[src/rtl/sort4_ctrl.sv]
// Loads four 4-bit words, bubble-sorts them in place with one shared comparator, then drains them in ascending order.
// Latency: 3 cycles per compare pass (1..3 passes) after the 4th word is accepted; drain is one word per handshake.
// Backpressure: in_ready only in LOAD; out_ready low in DRAIN holds out_data/out_valid stable.
module sort4_ctrl (
    input  logic       clk,
    input  logic       rst_n,
    input  logic       in_valid,
    input  logic [3:0] in_data,
    output logic       in_ready,
    output logic       out_valid,
    output logic [3:0] out_data,
    input  logic       out_ready,
    output logic       busy,
    output logic [2:0] swap_cnt
);

    typedef enum logic [1:0] {
        LOAD  = 2'd0,
        SORT  = 2'd1,
        DRAIN = 2'd2
    } state_t;

    state_t     r_state;
    logic [3:0] r_buf [4];
    logic [1:0] r_wr_idx;
    logic [1:0] r_rd_idx;
    logic [1:0] r_j;
    logic [1:0] r_pass;
    logic       r_swapped;
    logic [2:0] r_swap_cnt;

    logic [1:0] w_j1;
    logic [3:0] w_cmp_a;
    logic [3:0] w_cmp_b;
    logic       w_g;
    logic       w_l;
    logic       w_e;
    logic       w_pass_swapped;

    // The single magnitude comparator; every compare step muxes its operands here.
    assign w_j1    = r_j + 2'd1;
    assign w_cmp_a = r_buf[r_j];
    assign w_cmp_b = r_buf[w_j1];
    assign w_g     = (w_cmp_a > w_cmp_b);
    assign w_l     = (w_cmp_a < w_cmp_b);
    assign w_e     = ~(w_g | w_l);

    assign w_pass_swapped = r_swapped | w_g;

    assign in_ready  = (r_state == LOAD);
    assign busy      = (r_state == SORT);
    assign out_valid = (r_state == DRAIN);
    assign out_data  = (r_state == DRAIN) ? r_buf[r_rd_idx] : 4'h0;
    assign swap_cnt  = r_swap_cnt;

    always_ff @(posedge clk or negedge rst_n) begin
        if (!rst_n) begin
            r_state    <= LOAD;
            r_wr_idx   <= 2'd0;
            r_rd_idx   <= 2'd0;
            r_j        <= 2'd0;
            r_pass     <= 2'd0;
            r_swapped  <= 1'b0;
            r_swap_cnt <= 3'd0;
            for (int i = 0; i < 4; i++) begin
                r_buf[i] <= 4'h0;
            end
        end else begin
            case (r_state)
                LOAD: begin
                    if (in_valid) begin
                        r_buf[r_wr_idx] <= in_data;
                        r_wr_idx        <= r_wr_idx + 2'd1;
                        if (r_wr_idx == 2'd3) begin
                            r_state    <= SORT;
                            r_j        <= 2'd0;
                            r_pass     <= 2'd0;
                            r_swapped  <= 1'b0;
                            r_swap_cnt <= 3'd0;
                        end
                    end
                end
                SORT: begin
                    // Equal or smaller neighbours stay put, keeping the sort stable.
                    if (w_g && !w_e) begin
                        r_buf[r_j]  <= w_cmp_b;
                        r_buf[w_j1] <= w_cmp_a;
                        r_swap_cnt  <= r_swap_cnt + 3'd1;
                        r_swapped   <= 1'b1;
                    end
                    if (r_j == 2'd2) begin
                        if (!w_pass_swapped || r_pass == 2'd2) begin
                            r_state  <= DRAIN;
                            r_rd_idx <= 2'd0;
                        end else begin
                            r_j       <= 2'd0;
                            r_pass    <= r_pass + 2'd1;
                            r_swapped <= 1'b0;
                        end
                    end else begin
                        r_j <= w_j1;
                    end
                end
                DRAIN: begin
                    if (out_ready) begin
                        r_rd_idx <= r_rd_idx + 2'd1;
                        if (r_rd_idx == 2'd3) begin
                            r_state  <= LOAD;
                            r_wr_idx <= 2'd0;
                        end
                    end
                end
                default: begin
                    r_state <= LOAD;
                end
            endcase
        end
    end

endmodule

[config.mk]
export PLATFORM = sky130hd
export DESIGN_NAME = sort4_ctrl
export DESIGN_NICKNAME = d
export VERILOG_FILES = /design/src/rtl/sort4_ctrl.sv
export SDC_FILE = /design/constraint.sdc
export NUM_CORES = 1
export LEC_CHECK = 0
export BUFFER_PORTS_ARGS = -buffer_cell sky130_fd_sc_hd__buf_2
export CAP_MARGIN = 15
export CORE_MARGIN = 3
export CORE_UTILIZATION = 50
export DETAILED_ROUTE_END_ITERATION = 10
export PLACE_DENSITY_LB_ADDON = 0.2
export RECOVER_POWER = 100
export SYNTH_ARGS = -nofsm -noshare
export SYNTH_HDL_FRONTEND = slang
export SYNTH_SLANG_ARGS = --single-unit
[constraint.sdc]
create_clock -name clk -period 3.5 [get_ports clk]
set_input_delay 0.35 -clock clk [delete_from_list [all_inputs] [get_ports clk]]
set_output_delay 0.35 -clock clk [all_outputs]
set_load 0.05 [all_outputs]
## Word level (Yosys, flattened, before mapping)

Index checks and enable logic that the tools add are counted.

- Output and inout bits: 10
- Logic and storage cells: 117
- Input bits: 8
- Flip-flop bits (word level): 30

- Equality and inequality tests: 15
- Multiplexer cells: 53
- Add/sub/neg operators: 5
- Magnitude comparators: 9
- Reduce and logical (&&, ||, !) cells: 18
- Bitwise logic cells: 6

Operators by type and width:

| cell | number |
|---|---|
| $bwmux W16 | 3 |
| $mux W4 | 10 |
| $mux W16 | 2 |
| $mux W2 | 16 |
| $pmux W16 S2 | 1 |
| $bmux W4 S2 | 3 |
| $demux W4 S2 | 3 |
| $pmux W2 S2 | 4 |
| $reduce_and A4 Y1 | 4 |
| $ge A3 B3 Y1 const B | 4 |
| $ne A2 B1 Y1 const B | 6 |
| $not A2 Y3 | 4 |
| $eq A2 B2 Y1 const B | 5 |
| $lt A3 B1 Y1 const B | 3 |
| $mux W3 | 3 |
| $add A2 B1 Y2 const B | 4 |
| $pmux W2 S3 | 1 |
| $pmux W3 S2 | 1 |
| $reduce_and A3 Y1 | 2 |
| $reduce_and A6 Y1 | 1 |
| $reduce_bool A2 Y1 | 3 |
| $mux W1 | 5 |
| $reduce_and A5 Y1 | 1 |
| $gt A4 B4 Y1 | 1 |
| other kinds (11) | 16 |

## Depth between registers and ports, before layout

Gate-level depths: netlist of the first run.

- Word-level depth: 12
- Gate-level depth with buffers: 11
- Gate-level depth less buffers: 10

## Least setup slack after synthesis of the first run

Ideal clock, no wire load.

- Kind: register to register
- From: reg r_j[0]
- To: reg r_j[0]
- Path buffers: 1
- Library setup time: 0.128 ns
- Setup slack: 0.335 ns
- Required time: 3.372 ns
- Clock period less this slack: 3.165 ns
- Cell stages (with the launch flop): 12
- Arrival: 3.037 ns
- Path through: dfrtp_1 -> buf_6 -> inv_1 -> ha_1 -> mux4_1 -> inv_1 -> ha_1 -> nor2b_1 -> o211a_1 -> o211ai_1 -> a2bb2oi_1 -> mux2_1

- Longest elaborated chain between the ends: 11
- Elaborated cells between the ends (all ways): 18
- Those cells by class: add/sub: 1; order compare: 1; eq/ne: 2; mux: 8; bitwise: 3; reduce/logical: 3

Ends and longest elaborated chain:

| item | RTL line | RTL |
|---|---|---|
| start: declaration | 27 | `logic [1:0] r_j;` |
| start signal: assignment | 101 | `r_j <= w_j1;` |
| $add A2 B1 Y2 | 41 | `assign w_j1 = r_j + 2'd1;` |
| $not A2 Y3 (not written as such) | 43 | `assign w_cmp_b = r_buf[w_j1];` |
| $bmux W4 S2 | 43 |  |
| $mux W4 (not written as such) (2 in a row) | 43 |  |
| $gt A4 B4 Y1 | 44 | `assign w_g = (w_cmp_a > w_cmp_b);` |
| $or A1 B1 Y1 | 48 | `assign w_pass_swapped = r_swapped \| w_g;` |
| $logic_not A1 Y1 | 92 | `if (!w_pass_swapped \|\| r_pass == 2'd2) begin` |
| $logic_or A1 B1 Y1 | 92 |  |
| $ne A3 B3 Y1 (no line) | n/a |  |
| $reduce_and A4 Y1 (no line) | n/a |  |

Several ways; a longest one is shown, not always the timed one. The select of a mux whose other input is x is not followed.
A chain may end at the register's enable or synchronous reset.

## Final worst setup path of the first run

- From: reg r_j[1]
- To: reg r_j[0]

The elaborated chain is that of the path after synthesis.

==> results of run 1 <==
-- per-layer routing --
layer,vias to the layer above,track usage,part of all wire
met5,-,0,0
met1,964,0.347,0.45
met2,89,0.351,0.44
met3,16,0.0734,0.088
met4,0,0.132,0.030
li1,939,-,-
-- worst max-delay path by stage --
stage	endpoint	slack [ns]
floorplan	r_j[0]	0.34
global placement	r_state[1]	0.37
detailed placement	r_j[0]	0.28
CTS	r_j[0]	0.27
global route	r_buf[14]	0.04
finish	r_j[0]	0.24
-- cell families after synthesis --
family / synth area share
multiplexers: 0.197
flip-flops: 0.315
adder cells (fa/ha/maj): 0.0892
buffers and inverters: 0.0435
AND/OR/NAND/NOR: 0.151
XOR/XNOR: 0.00735
AO/OA/AOI/OAI: 0.198
-- state kept, by name, summed over array words and instances, names as in the netlist --
signal,count
r_buf,16
r_j,2
r_pass,2
r_rd_idx,2
r_state,2
r_swapped,1
r_wr_idx,2
swap_cnt,3
-- through the flow --
step / utilization / hold slack [ns] / instance area [um^2]
after global routing: 0.575 / 0.445 / 2570
after global placement: 0.561 / 0.425 / 2510
after CTS: 0.578 / 0.123 / 2590
after detailed placement: 0.561 / 0.438 / 2510
final: 0.575 / 0.410 / 2570
after floorplan: - / 0.0544 / 2380
-- Yosys cell counts (all sizes together) --
| cell type | count |
|---|---|
| nand4 | 3 |
| inv | 14 |
| a211oi | 1 |
| a21oi | 15 |
| o2bb2ai | 2 |
| and2 | 1 |
| dfrtp | 30 |
| buf | 7 |
| o311ai | 1 |
| o22ai | 1 |
| and4 | 1 |
| ha | 17 |
| nor3b | 3 |
| and3 | 5 |
| clkinv | 1 |
| o211a | 1 |
| o21ai | 10 |
| o221ai | 1 |
| nor3 | 2 |
| a32o | 1 |
| o31ai | 1 |
| o211ai | 4 |
| or4 | 1 |
| a21o | 3 |
| nor2b | 1 |
| nand2 | 25 |
| or2 | 1 |
| xor2 | 2 |
| nand3 | 18 |
| mux4 | 12 |
| a32oi | 16 |
| nor2 | 9 |
| clkbuf | 2 |
| a2111oi | 2 |
| mux2 | 17 |
| nand2b | 2 |
| a2bb2oi | 1 |
-- area by class of cell --
type	instances	share of cell area
clock buffer	7	0.0297
inverter	15	0.0219
multi-input combinational	180	0.595
sequential	30	0.292
tap	52	0.0253
timing repair buffer	20	0.0369
-- critical path, delay by kind of cell (launching register included) --
kind | cells | cell delay, ns
DFF | 1 | 0.34
and+or+nand+nor | 1 | 0.16
muxes | 2 | 1.03
adders and majority gates | 2 | 0.69
AOI/OAI and AO/OA | 3 | 0.72
buffers and inverters | 2 | 0.20
==> impl_metrics.env, run 1 <==
export IMPL_dieArea_um2=5630
export IMPL_timing_critical_path_cells="inv_1 -> ha_1 -> mux4_1 -> inv_1 -> ha_1 -> nor2b_1 -> o211a_1 -> o211ai_1 -> a2bb2oi_1 -> mux2_1"
export IMPL_clock_skew_ns=0.00570
export IMPL_die_y_um=75.1
export IMPL_ctsHtreeMaxLevel=2
export IMPL_port_buffers=17
export IMPL_cts_buffers_inserted=5
export IMPL_routed_wl_um=6080
export IMPL_setup_slack_ns=0.242
export IMPL_r2r_start="r_j[1]"
export IMPL_failed_checks="capacitance limit, slew limit"
export IMPL_first_pass_iters=4
export IMPL_grt_pass1_wl_um=10300
export IMPL_die_w_um=75.1
export IMPL_synth_top_cells_by_area="dfrtp_1, mux4_2, ha_1, mux2_2, a32oi_1"
export IMPL_hold_depth=3
export IMPL_place_gp_congestion=0.906
export IMPL_finalMaxSlewViolations=31
export IMPL_final_hold_violation_count=0
export IMPL_cp_required_ns=3.67
export IMPL_finalCritPeriodShare=0.931
export IMPL_rr_endpoint="r_j[0]"
export IMPL_clkLatencyLatePin_ns=0.29
export IMPL_multi_input_area_um2=1530
export IMPL_crit_path_end_kind="flop"
export IMPL_reg2reg_slack_ns=0.24
export IMPL_syn_inst=234
export IMPL_syn_nets=259
export IMPL_hpwlAfterDp_um=4420
export IMPL_drive_gt1_frac=0.190
export IMPL_fillers=392
export IMPL_gr_total_overflow=0
export IMPL_reg2reg_depth=10
export IMPL_vias=2008
export IMPL_crit_fanout=5
export IMPL_vias_per_cell=6.61
export IMPL_startpoint="r_j[1]"
export IMPL_yosysTopAreaCellShare=0.315
export IMPL_hold_path_class="in2reg"
export IMPL_post_cts_setup_buffers=0
export IMPL_crit_type="reg2reg"
export IMPL_yosysSeqAreaShare=0.315
export IMPL_diodes=0
export IMPL_cts_sinks=30
export IMPL_hold_path_end="r_rd_idx[1]"
export IMPL_yosysWarnings=0
export IMPL_antenna_found_initial=0
export IMPL_std_cell_rows=24
export IMPL_tritoncts="yes"
export IMPL_timing_fmax_mhz=307
export IMPL_layout_commonest_cell="dfrtp_1"
export IMPL_routedWlPerCell_um=20.0
export IMPL_final_nets=277
export IMPL_layout_common_cells="dfrtp_1, nand2_1, nand3_1"
export IMPL_dpl_cell_count=297
export IMPL_path_clk_slew_ns=0.07
export IMPL_period_minus_slack_ns=3.26
export IMPL_grt_pass1_vias=2016
export IMPL_postCtsHoldBufs=0
export IMPL_relSlewSlack=-0.0970
export IMPL_cp_start_kind="flop"
export IMPL_grt_setup_unrepaired="false"
export IMPL_setup_viol=0
export IMPL_setup_tns_ns=0
export IMPL_stdcell_count=304
export IMPL_ant_nets=0
export IMPL_initial_utilization=0.533
export IMPL_synth_seq_cells=30
export IMPL_syn_area_per_cell_um2=10.2
export IMPL_syn_area_um2=2380
export IMPL_min_from="out_ready"
export IMPL_io_pins=18
export IMPL_crit_arrival_ns=3.43
export IMPL_post_place_ws_ns=0.278
export IMPL_synthDistinctLibCells=47
export IMPL_yosysTopAreaCell="dfrtp_1"
export IMPL_drcViolationCount=0
export IMPL_cts_buffer_depth=2
export IMPL_outcome="finished, violations left"
export IMPL_grt_total_usage=0.250
export IMPL_area_growth_pct=7.92
export IMPL_grt_max_degree=31
export IMPL_worstMarginPinSlew_ns=1.65
export IMPL_core_area_um2=4470
export IMPL_max_cap_violations=1
export IMPL_initialDrtViolationCount=216
export IMPL_cts_root_buffer="clkbuf_8"
export IMPL_cts_resized=0
export IMPL_cp_slowest_cell="mux4_1"
export IMPL_regArea_um2=751
export IMPL_critPathMaxStageDelay_ns=0.69
Power of run 1 is left out: the tool's default activity adds up to more than one toggle a clock period on the data nets, which glitch-free logic cannot reach.
==> run 2: changes to the inputs <==
--- a/config.mk
+++ b/config.mk
@@ -10,6 +10,7 @@
 export CORE_MARGIN = 3
 export CORE_UTILIZATION = 50
 export DETAILED_ROUTE_END_ITERATION = 10
+export GPL_ROUTABILITY_DRIVEN = 0
 export PLACE_DENSITY_LB_ADDON = 0.2
 export RECOVER_POWER = 100
 export SYNTH_ARGS = -nofsm -noshare
==> constraint.sdc (replaced) <==
create_clock -name clk -period 3.5 [get_ports clk]
set_input_delay 0.875 -clock clk [delete_from_list [all_inputs] [get_ports clk]]
set_output_delay 0.875 -clock clk [all_outputs]
set_load 0.05 [all_outputs]
==> impl_metrics.env, run 2 (same netlist as run 1, synthesis figures left out) <==
export IMPL_outcome="finished, violations left"
export IMPL_failed_checks="capacitance limit, slew limit"
export IMPL_routedWlPerCell_um=19.8
export IMPL_period_minus_slack_ns=3.26
export IMPL_reg2reg_slack_ns=0.24
export IMPL_fillers=402
export IMPL_die_y_um=75.1
export IMPL_cp_start_kind="flop"
export IMPL_worstMarginPinSlew_ns=1.58
export IMPL_crit_fanout=5
export IMPL_cts_root_buffer="clkbuf_8"
export IMPL_ctsHtreeMaxLevel=2
export IMPL_tritoncts="yes"
export IMPL_dieArea_um2=5630
export IMPL_max_cap_violations=1
export IMPL_vias_per_cell=6.57
export IMPL_initial_utilization=0.533
export IMPL_postCtsHoldBufs=0
export IMPL_drcViolationCount=0
export IMPL_initialDrtViolationCount=178
export IMPL_setup_tns_ns=0
export IMPL_relSlewSlack=-0.0530
export IMPL_finalMaxSlewViolations=31
export IMPL_cts_buffers_inserted=5
export IMPL_final_nets=277
export IMPL_antenna_found_initial=0
export IMPL_timing_fmax_mhz=307
export IMPL_gr_total_overflow=0
export IMPL_cp_required_ns=3.67
export IMPL_path_clk_slew_ns=0.07
export IMPL_grt_setup_unrepaired="false"
export IMPL_die_w_um=75.1
export IMPL_drive_gt1_frac=0.198
export IMPL_layout_commonest_cell="dfrtp_1"
export IMPL_clkLatencyLatePin_ns=0.29
export IMPL_finalCritPeriodShare=0.931
export IMPL_crit_path_end_kind="flop"
export IMPL_grt_total_usage=0.239
export IMPL_cts_resized=0
export IMPL_vias=2003
export IMPL_port_buffers=17
export IMPL_top_register="r_buf"
export IMPL_cts_buffer_depth=2
export IMPL_core_area_um2=4470
export IMPL_cts_sinks=30
export IMPL_hold_path_class="reg2reg"
export IMPL_crit_type="reg2reg"
export IMPL_post_cts_setup_buffers=0
export IMPL_hpwlAfterDp_um=4340
export IMPL_setup_viol=0
export IMPL_grt_pass1_vias=1995
export IMPL_grt_max_degree=31
export IMPL_routed_wl_um=6030
export IMPL_first_pass_iters=5
export IMPL_std_cell_rows=24
export IMPL_diodes=0
export IMPL_final_hold_violation_count=0
export IMPL_grt_pass1_wl_um=9880
export IMPL_largest_register_ffs=16
export IMPL_ant_nets=0
export IMPL_crit_arrival_ns=3.42
export IMPL_area_growth_pct=8.66
export IMPL_io_pins=18
export IMPL_clock_skew_ns=0.0120
export IMPL_layout_common_cells="dfrtp_1, nand2_1, nand3_1"
-- run 2: changes by cell type in the layout (fill, tap and decap cells not counted) --
cell	delta
clkbuf_1	-2
a21o_1	+1
a21o_2	-1
clkbuf_8	+1
clkinv_2	+1
clkinvlp_4	+1
-- run 2: layout make-up --
type                            count  area (um^2)  share of cell area
Multi-Input combinational cell    180         1530               0.590
Sequential cell                    30          751               0.290
Timing Repair Buffer               20         95.1              0.0367
Clock buffer                        6         82.6              0.0319
Tap cell                           52         65.1              0.0251
Inverter                           15         56.3              0.0217
Clock inverter                      2         12.5             0.00483
-- run 2: per-layer routing --
layer  wire, um  global-route usage
met1       2750               0.327
met2       2750               0.353
met3        394              0.0534
met4        140               0.123
met5          0                   0
-- run 2: stage by stage --
step / area [um^2] / setup slack, ns / utilization / hold WS [ns] / instances
detailed placement: 2510 / 0.281 / 0.561 / 0.506 / 297
global route: 2590 / 0.0417 / 0.579 / 0.560 / 305
global placement: 2510 / 0.364 / 0.561 / 0.504 / 297
CTS: 2610 / 0.261 / 0.582 / 0.520 / 305
floorplan: 2380 / 0.335 / - / 0.482 / 234
finish: 2590 / 0.243 / 0.579 / 0.517 / 305
-- run 2: worst max-delay path, stage by stage (launching register included) --
cell and delay, ns:
dfrtp_1 0.35, inv_1 0.11, ha_1 0.45, mux4_1 0.68, inv_1 0.09, ha_1 0.24
nor2b_1 0.16, o211a_1 0.23, o211ai_1 0.24, a2bb2oi_1 0.24, mux2_1 0.34
-- run 2: final timing paths --
path                                     to  cells after the start   startpoint
worst max-delay path                 r_j[0]                     10       r_j[1]
worst min-delay path            swap_cnt[1]                      1  swap_cnt[1]
worst max register to register       r_j[0]                     10       r_j[1]
worst min register to register  swap_cnt[1]                      1  swap_cnt[1]
max in group asynchronous         r_swapped                      1        rst_n
min in group asynchronous          r_buf[2]                      1        rst_n
Power of run 2 is left out for the same reason.
